`src/rtl/meas_sequencer_pkg.sv`:
```
// ---------------------------------------------------------------------------
// meas_sequencer_pkg
// Shared definitions for the measurement sequencer:
//   - state_t      : sequencer FSM state encoding
//   - CS_*         : chip-select codes driven on cs_sel
//   - MUX_*        : analog multiplexer channel codes driven on mux_chn
//   - DIAP_*       : one-hot range codes driven on diap
//   - key_for_mode : keys field of the SPI register word for a given mode
// ---------------------------------------------------------------------------
package meas_sequencer_pkg;

   typedef enum logic [3:0] {
      S_IDLE,
      S_RANGE_SET,
      S_RANGE_WAIT,
      S_SET_REG,
      S_WAIT_REG,
      S_GEN_ON,
      S_SET_MUX,
      S_SETTLE,
      S_MEASURE,
      S_WAIT_ADC,
      S_PUSH1,
      S_PUSH2,
      S_GEN_OFF,
      S_NEXT_MODE,
      S_DONE
   } state_t;

   localparam logic [1:0] CS_NONE = 2'b11;
   localparam logic [1:0] CS_REG  = 2'b10;
   localparam logic [1:0] CS_DAC  = 2'b01;

   localparam logic [2:0] MUX_NONE      = 3'b000;
   localparam logic [2:0] MUX_CURRENT   = 3'b010;
   localparam logic [2:0] MUX_POTENTIAL = 3'b001;

   localparam logic [2:0] DIAP_5V  = 3'b001;
   localparam logic [2:0] DIAP_10V = 3'b010;
   localparam logic [2:0] DIAP_20V = 3'b100;

   localparam int KEYS_W = 5;

   // The relay key code of mode m is simply m.
   function automatic logic [KEYS_W-1:0] key_for_mode(input logic [KEYS_W-1:0] mode);
      return mode;
   endfunction

endpackage

```
`src/rtl/meas_sequencer_settle_timer.sv`:
```
// ---------------------------------------------------------------------------
// settle_timer
// Down-counter counting generator periods after a mux change.
//   clk, rst : clock, synchronous active-high reset
//   load     : load counter with value (wins over tick)
//   value    : number of periods to wait
//   tick     : one-cycle generator-period pulse, decrements while non-zero
//   zero     : counter is zero
// ---------------------------------------------------------------------------
module settle_timer #(
   parameter int WIDTH = 4
) (
   input  logic             clk,
   input  logic             rst,
   input  logic             load,
   input  logic [WIDTH-1:0] value,
   input  logic             tick,
   output logic             zero
);

   logic [WIDTH-1:0] count_reg;

   always_ff @(posedge clk) begin
      if (rst) begin
         count_reg <= '0;
      end else if (load) begin
         count_reg <= value;
      end else if (tick && (count_reg != '0)) begin
         count_reg <= count_reg - 1'b1;
      end
   end

   assign zero = (count_reg == '0);

endmodule

```
`src/rtl/meas_sequencer.sv`:
```
// ---------------------------------------------------------------------------
// meas_sequencer
// Runs a measurement sequence: one ranging conversion selects the voltage
// range, then every enabled mode programs the SPI register, switches the
// generator on, measures current (and potential for modes >= 2) after a
// settle period, and pushes both ADC results of every pass into the FIFO.
//   clk, rst                  : clock, synchronous active-high reset
//   enable, abort             : start level / terminate pulse
//   mode_mask, settle_periods : sequence configuration, captured at start
//   gen_new_period            : generator period pulse
//   gen_enable                : generator run enable
//   reg_data/reg_start/reg_done : SPI register word, start, completion
//   cs_sel, mux_chn           : chip-select and analog mux codes
//   adc_start/adc_range/adc_done/adc_data_1/adc_data_2 : ADC handshake
//   fifo_data/fifo_wr/fifo_full : FIFO write port
//   busy, done, diap          : status, end pulse, selected range
// ---------------------------------------------------------------------------
module meas_sequencer
   import meas_sequencer_pkg::*;
#(
   parameter int                  NUM_MODES = 5,
   parameter int                  DATA_W    = 24,
   parameter int                  SETTLE_W  = 4,
   parameter logic [DATA_W-1:0]   TH_LO     = 24'h200000,
   parameter logic [DATA_W-1:0]   TH_HI     = 24'h600000
) (
   input  logic                 clk,
   input  logic                 rst,
   input  logic                 enable,
   input  logic                 abort,
   input  logic [NUM_MODES-1:0] mode_mask,
   input  logic [SETTLE_W-1:0]  settle_periods,
   input  logic                 gen_new_period,
   output logic                 gen_enable,
   output logic [7:0]           reg_data,
   output logic                 reg_start,
   input  logic                 reg_done,
   output logic [1:0]           cs_sel,
   output logic [2:0]           mux_chn,
   output logic                 adc_start,
   output logic                 adc_range,
   input  logic                 adc_done,
   input  logic [DATA_W-1:0]    adc_data_1,
   input  logic [DATA_W-1:0]    adc_data_2,
   output logic [DATA_W-1:0]    fifo_data,
   output logic                 fifo_wr,
   input  logic                 fifo_full,
   output logic                 busy,
   output logic                 done,
   output logic [2:0]           diap
);

   state_t                state_reg, state_next;
   logic                  gen_enable_reg, gen_enable_next;
   logic [1:0]            cs_sel_reg, cs_sel_next;
   logic [2:0]            mux_chn_reg, mux_chn_next;
   logic [2:0]            diap_reg, diap_next;
   logic [7:0]            reg_data_reg, reg_data_next;
   logic [DATA_W-1:0]     fifo_data_reg, fifo_data_next;
   logic [DATA_W-1:0]     data2_reg, data2_next;
   logic [NUM_MODES-1:0]  pend_reg, pend_next;     // enabled modes not yet run
   logic [KEYS_W-1:0]     mode_reg, mode_next;     // current mode number (1-based)
   logic                  pass_reg, pass_next;     // 0 = current, 1 = potential
   logic [SETTLE_W-1:0]   settle_reg, settle_next;

   logic [NUM_MODES-1:0]  cur_onehot;
   logic [KEYS_W-1:0]     first_mode;
   logic                  any_pend;
   logic [2:0]            range_diap;
   logic                  settle_zero;

   function automatic logic [2:0] classify(input logic [DATA_W-1:0] r);
      if (r < TH_LO) begin
         return DIAP_5V;
      end else if (r < TH_HI) begin
         return DIAP_10V;
      end
      return DIAP_20V;
   endfunction

   // One-hot of the running mode, used to retire it from the pending set.
   genvar gi;
   generate
      for (gi = 0; gi < NUM_MODES; gi++) begin : g_cur
         assign cur_onehot[gi] = (mode_reg == KEYS_W'(gi + 1));
      end
   endgenerate

   // Lowest pending mode: skipped modes cost no cycles.
   always_comb begin
      first_mode = '0;
      for (int i = NUM_MODES - 1; i >= 0; i--) begin
         if (pend_reg[i]) begin
            first_mode = KEYS_W'(i + 1);
         end
      end
   end

   assign any_pend   = |pend_reg;
   assign range_diap = classify(adc_data_1);

   settle_timer #(
      .WIDTH (SETTLE_W)
   ) u_settle_timer (
      .clk   (clk),
      .rst   (rst),
      .load  (state_reg == S_SET_MUX),
      .value (settle_reg),
      .tick  (gen_new_period),
      .zero  (settle_zero)
   );

   always_ff @(posedge clk) begin
      if (rst) begin
         state_reg      <= S_IDLE;
         gen_enable_reg <= 1'b0;
         cs_sel_reg     <= CS_NONE;
         mux_chn_reg    <= MUX_NONE;
         diap_reg       <= DIAP_20V;
         reg_data_reg   <= '0;
         fifo_data_reg  <= '0;
         data2_reg      <= '0;
         pend_reg       <= '0;
         mode_reg       <= '0;
         pass_reg       <= 1'b0;
         settle_reg     <= '0;
      end else begin
         state_reg      <= state_next;
         gen_enable_reg <= gen_enable_next;
         cs_sel_reg     <= cs_sel_next;
         mux_chn_reg    <= mux_chn_next;
         diap_reg       <= diap_next;
         reg_data_reg   <= reg_data_next;
         fifo_data_reg  <= fifo_data_next;
         data2_reg      <= data2_next;
         pend_reg       <= pend_next;
         mode_reg       <= mode_next;
         pass_reg       <= pass_next;
         settle_reg     <= settle_next;
      end
   end

   // Registered outputs are loaded on the transition into the state that
   // owns them, so they are valid for the whole of that state.
   always_comb begin
      state_next      = state_reg;
      gen_enable_next = gen_enable_reg;
      cs_sel_next     = cs_sel_reg;
      mux_chn_next    = mux_chn_reg;
      diap_next       = diap_reg;
      reg_data_next   = reg_data_reg;
      fifo_data_next  = fifo_data_reg;
      data2_next      = data2_reg;
      pend_next       = pend_reg;
      mode_next       = mode_reg;
      pass_next       = pass_reg;
      settle_next     = settle_reg;

      case (state_reg)
         S_IDLE: begin
            if (enable && gen_new_period) begin
               state_next    = S_RANGE_SET;
               pend_next     = mode_mask;
               settle_next   = settle_periods;
               diap_next     = DIAP_20V;
               mux_chn_next  = MUX_CURRENT;
               reg_data_next = {DIAP_20V, key_for_mode(KEYS_W'(1))};
            end
         end
         S_RANGE_SET: state_next = S_RANGE_WAIT;
         S_RANGE_WAIT: begin
            if (adc_done) begin
               diap_next    = range_diap;
               mux_chn_next = MUX_NONE;
               if (any_pend) begin
                  state_next    = S_SET_REG;
                  mode_next     = first_mode;
                  pass_next     = 1'b0;
                  cs_sel_next   = CS_REG;
                  reg_data_next = {range_diap, key_for_mode(first_mode)};
               end else begin
                  state_next = S_DONE;
               end
            end
         end
         S_SET_REG: state_next = S_WAIT_REG;
         S_WAIT_REG: begin
            if (reg_done) begin
               state_next      = S_GEN_ON;
               cs_sel_next     = CS_DAC;
               gen_enable_next = 1'b1;
            end
         end
         S_GEN_ON: begin
            state_next   = S_SET_MUX;
            mux_chn_next = MUX_CURRENT;
         end
         S_SET_MUX: state_next = S_SETTLE;
         S_SETTLE: begin
            if (settle_zero) begin
               state_next = S_MEASURE;
            end
         end
         S_MEASURE: state_next = S_WAIT_ADC;
         S_WAIT_ADC: begin
            if (adc_done) begin
               state_next     = S_PUSH1;
               fifo_data_next = adc_data_1;
               data2_next     = adc_data_2;
            end
         end
         S_PUSH1: begin
            if (!fifo_full) begin
               state_next     = S_PUSH2;
               fifo_data_next = data2_reg;
            end
         end
         S_PUSH2: begin
            if (!fifo_full) begin
               if ((mode_reg == KEYS_W'(1)) || pass_reg) begin
                  state_next      = S_GEN_OFF;
                  gen_enable_next = 1'b0;
                  cs_sel_next     = CS_NONE;
                  mux_chn_next    = MUX_NONE;
               end else begin
                  state_next   = S_SET_MUX;
                  pass_next    = 1'b1;
                  mux_chn_next = MUX_POTENTIAL;
               end
            end
         end
         S_GEN_OFF: begin
            state_next = S_NEXT_MODE;
            pend_next  = pend_reg & ~cur_onehot;
         end
         S_NEXT_MODE: begin
            if (any_pend) begin
               state_next    = S_SET_REG;
               mode_next     = first_mode;
               pass_next     = 1'b0;
               cs_sel_next   = CS_REG;
               reg_data_next = {diap_reg, key_for_mode(first_mode)};
            end else begin
               state_next = S_DONE;
            end
         end
         S_DONE: state_next = S_IDLE;
         default: state_next = S_IDLE;
      endcase

      // Abort overrides everything decided above.
      if (abort && (state_reg != S_IDLE)) begin
         state_next      = S_IDLE;
         gen_enable_next = 1'b0;
         cs_sel_next     = CS_NONE;
         mux_chn_next    = MUX_NONE;
      end
   end

   assign gen_enable = gen_enable_reg;
   assign cs_sel     = cs_sel_reg;
   assign mux_chn    = mux_chn_reg;
   assign diap       = diap_reg;
   assign reg_data   = reg_data_reg;
   assign fifo_data  = fifo_data_reg;

   assign busy      = (state_reg != S_IDLE);
   assign done      = (state_reg == S_DONE);
   assign reg_start = (state_reg == S_SET_REG);
   assign adc_start = (state_reg == S_RANGE_SET) || (state_reg == S_MEASURE);
   assign adc_range = (state_reg == S_RANGE_SET) || (state_reg == S_RANGE_WAIT);
   assign fifo_wr   = ((state_reg == S_PUSH1) || (state_reg == S_PUSH2)) && !fifo_full;

endmodule

```
`config.mk`:
```
export PLATFORM = sky130hd
export DESIGN_NAME = meas_sequencer
export DESIGN_NICKNAME = d
export VERILOG_FILES = /design/src/rtl/meas_sequencer_pkg.sv /design/src/rtl/meas_sequencer_settle_timer.sv /design/src/rtl/meas_sequencer.sv
export SDC_FILE = /design/constraint.sdc
export NUM_CORES = 1
export LEC_CHECK = 0
export CAP_MARGIN = 20
export CORE_ASPECT_RATIO = 1.5
export CORE_MARGIN = 5
export CORE_UTILIZATION = 36
export DETAILED_ROUTE_END_ITERATION = 16
export SLEW_MARGIN = 20
export SYNTH_ARGS = -nofsm -noshare
export SYNTH_HDL_FRONTEND = slang
export SYNTH_SLANG_ARGS = --single-unit
```
`constraint.sdc`:
```
create_clock -name clk -period 3.1 [get_ports clk]
set_input_delay 0.62 -clock clk [delete_from_list [all_inputs] [get_ports clk]]
set_output_delay 0.62 -clock clk [all_outputs]
set_load 0.05 [all_outputs]
```
==> impl_metrics.csv, run 1 <==
group,metric,value,unit
yosys,yosysTopAreaCell,"dfxtp_1",
final_layout,syn2layout_area_growth,38.3,%
cts,cts_inserted_buffers,9,
cts,max-clock-path-buffers,2,
yosys,synth.distinct_cells,66,
sta,setup_violations,0,
route,viasPerCell,5.23,
worst_setup_path,crit_path_max_incr_delay,0.73,ns
die,start_util,36.5,%
grt,grt_first_pass_wirelength,18.7,mm
worst_setup_path,cp_slowest_cell,"clkdlybuf4s50_1",
pwr,switching_share,33.4,%
yosys,synth_top_area_share,41.4,%
cts,hold_buffers,0,
sta,drv_slew,0,
place,routabilityCongestion,0.895,
die,dieArea,13400,um^2
pwr,peakVddDrop,0.000398,V
cts,clock_latency,0.33,ns
pwr,powerDensity,651,nW/um^2
final_layout,final_common_cell,"clkdlybuf4s50_1",
yosys,async_flop_share,0,%
sta,tightest_slew,0.711,ns
status,outcome,"complete, no violations",
worst_setup_path,critical_path_peak_fanout,6,
pwr,power_frac_comb,33.1,%
yosys,ys_seq_area_share,41.4,%
pwr,p_sw,1210,uW
sta,slew_headroom,52.2,%
sta,rsz0062_at_grt,"no",
worst_setup_path,critPathKind,"flip-flop to output port",
sta,period_needed,2.57,ns
pwr,p_leak,0.00207,uW
grt,grt_usage,17.6,%
cts,postCtsSetupRepairBufs,0,
yosys,synth_area_per_cell,8.27,um^2
die,die_x,96.2,um
yosys,yosys_warnings,0,
route,drc,0,
pwr,clockPowerShare,33.8,%
worst_setup_path,worst-endpoint-required,2.48,ns
route,dr.pass1.iters,4,
worst_setup_path,cp-end-kind,"output port",
route,via_count,3815,
grt,antenna_found_initial,0,
route,wire_per_inst,15.9,um
pwr,p_int,2400,uW
route,routed_wl,11.6,mm
final_layout,layout.nets,644,
final_layout,fin_area,5540,um^2
cts,root_buffer,"clkbuf_16",
sta,hold_viol,0,
cts,clk_pin_slew,0.06,ns
grt,first_global_vias,3806,
place,post-place-ws,0.492,ns
sta,clock_skew,0.00463,ns
job,max_cap_viol_count,0,
die,boundaryPins,112,
yosys,synthTopCellsByArea,"dfxtp_1 41%, nand2_1 8.1%, mux2i_1 6.7%",
yosys,synth.cell_area,4010,um^2
place,io_buffers,108,
pwr,seq_power_share,33.1,%
grt,grt_max_degree,50,
final_layout,final_core_util,50.4,%
yosys,postSynthCellCount,485,
final_layout,layout_common_cells,"102 x clkdlybuf4s50_1, 86 x nand2_1, 83 x dfxtp_1",
sta,holdWs,0.453,ns
cts,cts_resized,0,
yosys,synth_edf_count,0,
final_layout,drive_gt1_share,7.22,%
route,detail-route-antenna-nets,0,
min_path,min_path_type,"flip-flop to flip-flop",
die,rows,47,
worst_setup_path,crit_path_start_kind,"flip-flop",
sta,fin_crit_sh,82.9,%
route,drt_iter0_drc,92,
final_layout,insertedDiodeCount,0,
cts,cts_sinks,83,
cts,cts_tree,"yes",
sta,fin_tns_setup,0,ns
place,dp_hpwl,8.56,mm
yosys,ys.flop_type,"dfxtp_1",
die,core_area,11000,um^2
die,die_h,139,um
cts,h-tree-depth,3,
grt,overflow,0,
place,dpl_cell_area,5200,um^2
yosys,ys_ff_latch,83,
sta,timing.fmax,0.389,GHz
sta,fin_ws,0.531,ns
worst_setup_path,crit_chain,"nor4_4, inv_2, clkdlybuf4s50_1",
worst_setup_path,arrival,1.95,ns
## per-stage QoR
step,std cells,total power (uW)
global placement,714,2400
CTS,729,3640
floorplan,487,2050
detailed placement,714,2410
global route,729,3810
finish,729,3610
## worst paths after layout
check / startpoint / endpoint / slack [ns] / depth (start not counted)
worst max-delay path: state_reg[3] / busy / 0.53 / 3
worst max register to register: state_reg[3] / fifo_data[13] / 1.06 / 6
worst min register to register: data2_reg[19] / data2_reg[19] / 0.45 / 2
worst min-delay path: data2_reg[19] / data2_reg[19] / 0.45 / 2
## area by class of cell
cell class | instances | area, um^2
sequential | 83 | 1660
inverter | 8 | 30.0
fill | 1091 | 5450
clock inverter | 4 | 98.8
tap | 147 | 184
multi-input combinational | 359 | 2170
clock buffer | 11 | 243
timing repair buffer | 117 | 1160
## power groups by stage
| stage | sequential [uW] | combinational (uW) | clock (uW) |
|---|---|---|---|
| after detailed placement | 1220 | 1190 | 0 |
| after floorplan | 1290 | 766 | 0 |
| after global placement | 1220 | 1190 | 0 |
| after global routing | 1200 | 1300 | 1300 |
| final | 1190 | 1190 | 1220 |
| after CTS | 1190 | 1200 | 1240 |
## worst max-delay path, delay by kind of cell, from the launching register on
family | cells | cell delay [ns]
buffers and inverters | 2 | 0.88
flip-flops | 1 | 0.33
AND/OR/NAND/NOR | 1 | 0.40
## Yosys cell counts (4+ instances only)
master / instances
mux2i_1: 27
nor3_1: 10
o211ai_1: 4
a211oi_1: 27
a311oi_1: 4
nor3b_1: 5
nand4_1: 5
a21oi_1: 44
dfxtp_1: 83
clkbuf_1: 16
and2_1: 4
buf_2: 15
nor2b_1: 8
nand3_1: 14
or3_1: 4
buf_4: 5
nand2_1: 86
nor2_1: 42
inv_1: 6
o21ai_0: 6
## metal layers
layer	vias to the layer above	share of wire (%)	global-route usage [%]
met2	113	51	30.5
met1	1767	39	20.2
met3	23	6.8	4.27
met4	0	3.2	7.35
li1	1912	-	-
met5	-	0	0
## logic make-up (layout without fill, tap and decap cells)
| kind of cell | Yosys count | count (layout) | share of synthesized area (%) |
|---|---|---|---|
| other | 1 | 3 | 0.0935 |
| and+or+nand+nor | 199 | 199 | 24.0 |
| buffers and inverters | 45 | 140 | 5.34 |
| DFF | 83 | 83 | 41.4 |
| adders and majority gates | 1 | 1 | 0.312 |
| muxes | 28 | 28 | 7.02 |
| xor gates and xnor gates | 4 | 4 | 0.874 |
| AOI/OAI and AO/OA | 124 | 124 | 20.9 |
Power figures use the tool's default switching activity.
==> run 2: changes to the inputs <==
--- a/config.mk
+++ b/config.mk
@@ -10,6 +10,7 @@
 export CORE_MARGIN = 5
 export CORE_UTILIZATION = 36
 export DETAILED_ROUTE_END_ITERATION = 16
+export PLACE_DENSITY = 0.65
 export SLEW_MARGIN = 20
 export SYNTH_ARGS = -nofsm -noshare
 export SYNTH_HDL_FRONTEND = slang
==> constraint.sdc (replaced) <==
create_clock -name clk -period 2.3 [get_ports clk]
set_input_delay 0.46 -clock clk [delete_from_list [all_inputs] [get_ports clk]]
set_output_delay 0.46 -clock clk [all_outputs]
set_load 0.05 [all_outputs]
==> impl_metrics.csv, run 2 (synthesis results as in run 1) <==
group,metric,value,unit
pwr,p_leak,0.00220,uW
cts,cts_tree,"yes",
cts,postCtsSetupRepairBufs,0,
worst_setup_path,reg2regPathDepth,4,
die,core_area,11000,um^2
cts,clk_pin_slew,0.06,ns
sta,tightest_slew,0.667,ns
sta,timing.fmax,0.462,GHz
sta,fin_tns_setup,0,ns
grt,grt_util_met3,3.83,%
grt,grt_max_degree,51,
final_layout,drive_gt1_share,11.3,%
worst_setup_path,cp_slowest_cell,"dfxtp_1",
place,dp_hpwl,8.86,mm
final_layout,final_common_cell,"clkdlybuf4s50_1",
route,detail-route-antenna-nets,0,
die,boundaryPins,112,
sta,setup_violations,0,
final_layout,layout_common_cells,"101 x clkdlybuf4s50_1, 86 x nand2_1, 82 x dfxtp_1",
cts,max-clock-path-buffers,2,
die,start_util,36.5,%
grt,grt_usage,17.8,%
grt,first_global_vias,3944,
die,die_x,96.2,um
die,die_h,139,um
worst_setup_path,worst-endpoint-required,1.84,ns
place,io_buffers,108,
min_path,min_path_type,"input pin to flip-flop",
cts,cts_sinks,83,
cts,root_buffer,"clkbuf_16",
worst_setup_path,crit_chain,"buf_4, nand2_1, nor2_1, buf_12",
job,max_cap_viol_count,0,
route,drt_iter0_drc,99,
die,dieArea,13400,um^2
pwr,peakVddDrop,0.000566,V
worst_setup_path,reg2reg_from,"state_reg[1]",
worst_setup_path,crit_path_start_kind,"flip-flop",
route,routed_wl,11.7,mm
worst_setup_path,arrival,1.70,ns
grt,grt_use_met2,31.0,%
sta,clock_skew,0.00600,ns
min_path,hold_end,"diap[1]",
cts,cts_resized,0,
worst_setup_path,critPathKind,"flip-flop to output port",
final_layout,insertedDiodeCount,0,
worst_setup_path,cp-end-kind,"output port",
route,dr.pass1.iters,4,
sta,slew_headroom,55.5,%
pwr,powerDensity,873,nW/um^2
sta,rsz0062_at_grt,"no",
worst_setup_path,critical_path_peak_fanout,12,
min_path,hold-path-cell-count,2,
final_layout,syn2layout_area_growth,44.2,%
route,drc,0,
grt,grt_first_pass_wirelength,19.0,mm
sta,fin_crit_sh,94.1,%
cts,h-tree-depth,3,
route,viasPerCell,5.30,
sta,drv_slew,0,
cts,cts_inserted_buffers,9,
route,wire_per_inst,15.7,um
min_path,min-delay-start,"rst",
sta,hold_viol,0,
die,rows,47,
worst_setup_path,r2r-end,"reg_data[1]",
sta,holdWs,0.433,ns
grt,met1_usage,20.4,%
grt,antenna_found_initial,0,
cts,hold_buffers,0,
worst_setup_path,r2r_setup_slack,0.29,ns
final_layout,layout.nets,662,
grt,overflow,0,
worst_setup_path,crit_start,"state_reg[2]",
cts,clock_latency,0.34,ns
grt,grt.busiest_layer,"met2",
worst_setup_path,crit_path_max_incr_delay,0.61,ns
sta,period_needed,2.16,ns
route,via_count,3967,
status,outcome,"complete, no violations",
place,routabilityCongestion,0.980,
[run 2: where the power goes]
part	total [uW]	switching, uW	internal [uW]	leakage (uW)
Clock	1620	603	1010	0.000162
Sequential	1650	110	1540	0.000671
Combinational	1780	1010	770	0.00137
Total	5040	1720	3320	0.00220
[run 2: worst max-delay path by stage]
stage,end,slack (ns),cells after the start
after floorplan,adc_range,0.11,5
after global placement,fifo_data[21],0.19,6
after detailed placement,fifo_data[22],0.11,6
after CTS,fifo_wr,0.006,4
after global routing,reg_start,0.06,4
final,done,0.14,4
[run 2: area by class of cell]
class	count	area (um^2)
clock buffers	11	253
clock inverters	5	85.1
fillers	1052	5220
inverters	8	30.0
multi-input cells	359	2190
flip-flops and latches	83	1660
well taps	147	184
repair buffers	135	1380
[run 2: through the flow]
| stage | setup slack [ns] | util, % | total power (uW) | cell area, um^2 | cells |
|---|---|---|---|---|---|
| global placement | 0.190 | 49.4 | 3420 | 5440 | 732 |
| detailed placement | 0.114 | 49.4 | 3450 | 5440 | 732 |
| CTS | 0.00569 | 52.5 | 5070 | 5770 | 748 |
| floorplan | 0.109 | - | 2780 | 4030 | 487 |
| global route | 0.0633 | 52.6 | 5300 | 5780 | 748 |
| finish | 0.137 | 52.6 | 5040 | 5780 | 748 |
[run 2: critical path, delay by kind of cell, from the launching register on]
| family | cells | cell delay, ns |
|---|---|---|
| buffers and inverters | 2 | 0.43 |
| DFF | 1 | 0.61 |
| and+or+nand+nor | 2 | 0.31 |
[run 2: routing by layer]
metal	wire length, um	up-vias	part of all wire (%)
li1	-	1963	-
met1	4670	1840	40
met2	5980	133	51
met3	705	31	6.0
met4	360	0	3.1
met5	0	-	0
